==> src/rtl/key_entry_sequencer.sv <==
// Key entry sequencer for the A5/1 encrypt/decrypt path.
// Turns decoded keystrokes into key-buffer writes and keeps the write index.
// Once a complete key is confirmed with Enter, it launches the cipher core
// using a start/busy/done handshake.
// Overflow, underflow and premature Enter are rejected with a one-cycle err.
module key_entry_sequencer #(
  parameter int KEY_LEN = 8,
  parameter int IDX_W   = 4
) (
  input  logic             clock,
  input  logic             reset,
  input  logic             clear,
  input  logic             key_valid,
  input  logic [7:0]       key_data,
  input  logic             is_backspace,
  input  logic             is_enter,
  input  logic             cipher_busy,
  input  logic             cipher_done,
  output logic             buf_we,
  output logic [IDX_W-1:0] buf_addr,
  output logic [7:0]       buf_wdata,
  output logic [IDX_W-1:0] index,
  output logic             key_full,
  output logic             key_empty,
  output logic             cipher_start,
  output logic             err,
  output logic [1:0]       state
);

  localparam logic [1:0] ST_ENTRY = 2'd0;
  localparam logic [1:0] ST_START = 2'd1;
  localparam logic [1:0] ST_RUN   = 2'd2;
  localparam logic [1:0] ST_DONE  = 2'd3;

  localparam logic [IDX_W-1:0] KEY_LEN_I = IDX_W'(KEY_LEN);

  logic ev_bs;
  logic ev_enter;
  logic ev_char;

  // Classify the keystroke: backspace outranks enter, anything else is a character.
  always_comb begin
    ev_bs    = 1'b0;
    ev_enter = 1'b0;
    ev_char  = 1'b0;
    if (key_valid) begin
      if (is_backspace)  ev_bs    = 1'b1;
      else if (is_enter) ev_enter = 1'b1;
      else               ev_char  = 1'b1;
    end
  end

  // Sequencer state, write index and registered strobes; the strobes default low so each is a single-cycle pulse.
  always_ff @(posedge clock or posedge reset) begin
    if (reset) begin
      state        <= ST_ENTRY;
      index        <= '0;
      buf_we       <= 1'b0;
      buf_addr     <= '0;
      buf_wdata    <= 8'h00;
      cipher_start <= 1'b0;
      err          <= 1'b0;
    end else begin
      buf_we       <= 1'b0;
      cipher_start <= 1'b0;
      err          <= 1'b0;
      case (state)
        ST_ENTRY: begin
          // A clear outranks any keystroke that arrives in the same cycle.
          if (clear) begin
            index <= '0;
          end else if (ev_char) begin
            if (index < KEY_LEN_I) begin
              buf_we    <= 1'b1;
              buf_addr  <= index;
              buf_wdata <= key_data;
              index     <= index + 1'b1;
            end else begin
              err <= 1'b1;
            end
          end else if (ev_bs) begin
            // Decrement saturates at zero; the index never wraps.
            if (index != '0) index <= index - 1'b1;
            else             err   <= 1'b1;
          end else if (ev_enter) begin
            if (index == KEY_LEN_I) state <= ST_START;
            else                    err   <= 1'b1;
          end
        end
        ST_START: begin
          // Keystrokes and clear are ignored while the launch is pending.
          if (!cipher_busy) begin
            cipher_start <= 1'b1;
            state        <= ST_RUN;
          end
        end
        ST_RUN: begin
          if (cipher_done) state <= ST_DONE;
        end
        default: begin
          // DONE: the key is frozen. Enter re-runs the cipher with the same key; edits are errors.
          if (clear) begin
            state <= ST_ENTRY;
            index <= '0;
          end else if (ev_enter) begin
            state <= ST_START;
          end else if (ev_char || ev_bs) begin
            err <= 1'b1;
          end
        end
      endcase
    end
  end

  assign key_full  = (index == KEY_LEN_I);
  assign key_empty = (index == '0);

endmodule

==> config.mk <==
export PLATFORM = sky130hd
export DESIGN_NAME = key_entry_sequencer
export DESIGN_NICKNAME = d
export VERILOG_FILES = /design/src/rtl/key_entry_sequencer.sv
export SDC_FILE = /design/constraint.sdc
export NUM_CORES = 1
export LEC_CHECK = 0
export CORE_AREA = 2 2 72 54
export CTS_BUF_LIST = sky130_fd_sc_hd__clkbuf_2
export CTS_CLUSTER_SIZE = 20
export DETAILED_ROUTE_END_ITERATION = 10
export DIE_AREA = 0 0 74 56
export PLACE_DENSITY_LB_ADDON = 0.1
export SKIP_CTS_REPAIR_TIMING = 1
export SLEW_MARGIN = 20
export SYNTH_ARGS = -nofsm -noshare
export SYNTH_HDL_FRONTEND = slang
export SYNTH_SLANG_ARGS = --single-unit
==> constraint.sdc <==
create_clock -name clock -period 1.6 [get_ports clock]
set_input_delay 0.4 -clock clock [delete_from_list [all_inputs] [get_ports clock]]
set_output_delay 0.4 -clock clock [all_outputs]
set_load 0.005 [all_outputs]
==> out/qor.yml <==
die_y_microns: 56
critPathKind: "flop to primary output"
insertion_delay_ns: 0.32
synth_area_leaders: "dfrtp_1 (48%), mux2_1 (8.3%), ha_1 (6.9%), mux2_2 (6.2%), inv_1 (2.8%)"
dr.pass1.iters: 4
synth-seq-cells: 21
gp_congestion: 0.856
fin_skew_ns: 0.00206
worst_slew_pin_slew_ns: 0.347
ant_nets: 0
avgViaCountPerCell: 4.59
r2r_slack_ns: -0.13
cts_buffer_depth: 2
final_util_pct: 58.9
yosys.area.top_type_share_pct: 48.3
final_common_cell: "dlymetal6s2s_1"
cts_tree: "done"
final_cell_mix: "dlymetal6s2s_1 (23), buf_4 (21), dfrtp_1 (17), clkdlybuf4s50_1 (12), buf_6 (10)"
worstPathMaxFanout: 2
setup_viol: 20
crit_start: "index[3]"
die_area_sq_um: 4140
io_buffers: 38
synth_top_area_cell: "dfrtp_1"
syn_area_per_cell_sq_um: 11.6
max_freq_mhz: 558
cp.arrival_ns: 1.39
p_per_area_nw_per_um2: 1500
max_stage_delay_ns: 0.46
path_cells: "buf_6, nor4_4, clkbuf_2"
max_cap_violations: 0
drtIter0Drc: 69
grt_max_degree: 18
endpoint: "key_empty"
yosysUniqueCellTypes: 32
postSynthCellCount: 94
end_kind: "primary output"
antennaDiodeCount: 0
rsz0062_at_grt: "true"
hpwl_microns: 1990
fin_nets: 187
postRouteWirelength_microns: 2930
die_w_microns: 74
clkTransAtPathRegs_ns: 0.20
required_ns: 1.20
ys_warn_count: 0
relSlewSlack_pct: 76.6
r2r_end: "state[0]"
violations: "negative setup slack"
overflow: 0
ctsHtreeMaxLevel: 1
hold_viol_final: 0
cts.sinks: 21
slowest_stage: "dfrtp_2"
post_drt_wl_per_cell_microns: 13.7
holdWs_ns: 0.249
status: "complete, but fails checks"
grt_pass1_vias: 973
netlist_area_sq_um: 1090
syn_to_final_growth_pct: 84.1
startpoint_type: "flop"
layout-drive-gt1-share_pct: 40.2
irDropWorstVdd_mv: 0.753
yosysSeqAreaShare_pct: 48.3
min_period_ns: 1.79
syn_nets: 116
dp_slack_ns: -0.751
rr_worst_depth: 6
p_leak_nw: 1.23
numCtsBuffers: 3
fin_ws_ns: -0.191
initial_core_util_pct: 32.0
hold_class: "input pin to async pin"
slew_violations: 0
core_sq_um: 3400
clockRootBuffer: "clkbuf_2"
track_usage_pct: 13.4
antenna_found_initial: 0
r2r_start: "index[1]"
route.detailed.drc: 0
vias: 983
ios: 39
final.period_utilization_pct: 112
grt_pass1_wl_microns: 4310
num_rows: 18
==> sequential cells by signal (all words and copies together) (netlist names) <==
| register | count |
|---|---|
| buf_wdata | 8 |
| buf_addr | 4 |
| index | 4 |
| state | 2 |
| buf_we | 1 |
| cipher_start | 1 |
| err | 1 |
==> cells by family after synthesis <==
kind of cell | after synthesis | share of synthesized area (%)
DFF | 21 | 48.3
xor gates and xnor gates | 2 | 1.61
and+or+nand+nor | 21 | 12.4
buffers and inverters | 12 | 4.37
adders and majority gates | 6 | 6.90
muxes | 14 | 14.5
AOI/OAI and AO/OA | 18 | 12.0
==> critical path: cells and delay by family, from the launching register on <==
| kind | cells | cell delay, ns |
|---|---|---|
| DFF | 1 | 0.46 |
| and+or+nand+nor | 1 | 0.32 |
| buffers and inverters | 2 | 0.29 |
==> where the power goes <==
group,total (mW),internal [mW],switching [mW]
registers,0.828,0.711,0.116
logic,1.95,1.18,0.770
clock network,0.223,0.0567,0.166
total,3.00,1.95,1.05
==> per-layer routing <==
| layer | track usage [%] | vias up | share of wire (%) |
|---|---|---|---|
| met5 | 0 | - | 0 |
| met2 | 20.3 | 27 | 48 |
| met3 | 4.53 | 2 | 4.7 |
| met1 | 18.3 | 477 | 47 |
| met4 | 3.38 | 0 | 0.44 |
| li1 | - | 477 | - |
==> cell type report <==
type                            instances  area, sq um
Clock buffer                            3         15.0
Inverter                                8         30.0
Multi-Input combinational cell         61          648
Timing Repair Buffer                   70          713
Fill cell                             280         1400
Tap cell                               50         62.6
Clock inverter                          1         5.00
Sequential cell                        21          531
==> through the flow <==
| step | std cells | power (mW) | TNS, ns | instance area [sq um] |
|---|---|---|---|---|
| finish | 214 | 3.00 | -1.67 | 2000 |
| global route | 214 | 3.24 | -3.13 | 2000 |
| CTS | 204 | 2.69 | -4.24 | 1740 |
| detailed placement | 200 | 2.45 | -8.61 | 1720 |
| global placement | 200 | 2.43 | -8.14 | 1720 |
| floorplan | 94 | 1.56 | -0.447 | 1130 |
==> worst min path at each step <==
stage	from	to	slack, ns
floorplan	reset	buf_addr[0]	0.38
global placement	buf_addr[3]	buf_addr[3]	0.47
detailed placement	buf_addr[3]	buf_addr[3]	0.48
CTS	reset	buf_wdata[1]	0.23
global route	reset	buf_wdata[1]	0.23
finish	reset	buf_wdata[2]	0.25
==> synth_stat cells <==
| library cell | count |
|---|---|
| o2bb2ai_1 | 1 |
| buf_2 | 2 |
| xor2_1 | 1 |
| mux2_2 | 6 |
| a311o_1 | 2 |
| ha_1 | 6 |
| nor2_1 | 2 |
| xnor2_1 | 1 |
| a221o_1 | 1 |
| clkbuf_1 | 2 |
| a21boi_0 | 1 |
| nand4_1 | 1 |
| o21ai_0 | 3 |
| or3b_1 | 1 |
| a22o_1 | 2 |
| nor2b_1 | 1 |
| o21a_1 | 1 |
| o21bai_1 | 2 |
| dfrtp_1 | 21 |
| nand3b_1 | 2 |
| nor4_2 | 1 |
| nor4b_1 | 1 |
| and2_1 | 2 |
| mux2_1 | 8 |
| nor3_1 | 3 |
| a21oi_1 | 4 |
| nor3b_2 | 1 |
| nand2_1 | 2 |
| nand3_1 | 3 |
| inv_1 | 8 |
| or2b_1 | 1 |
| o311ai_0 | 1 |
Note: power is estimated with default switching activity, not from simulation.
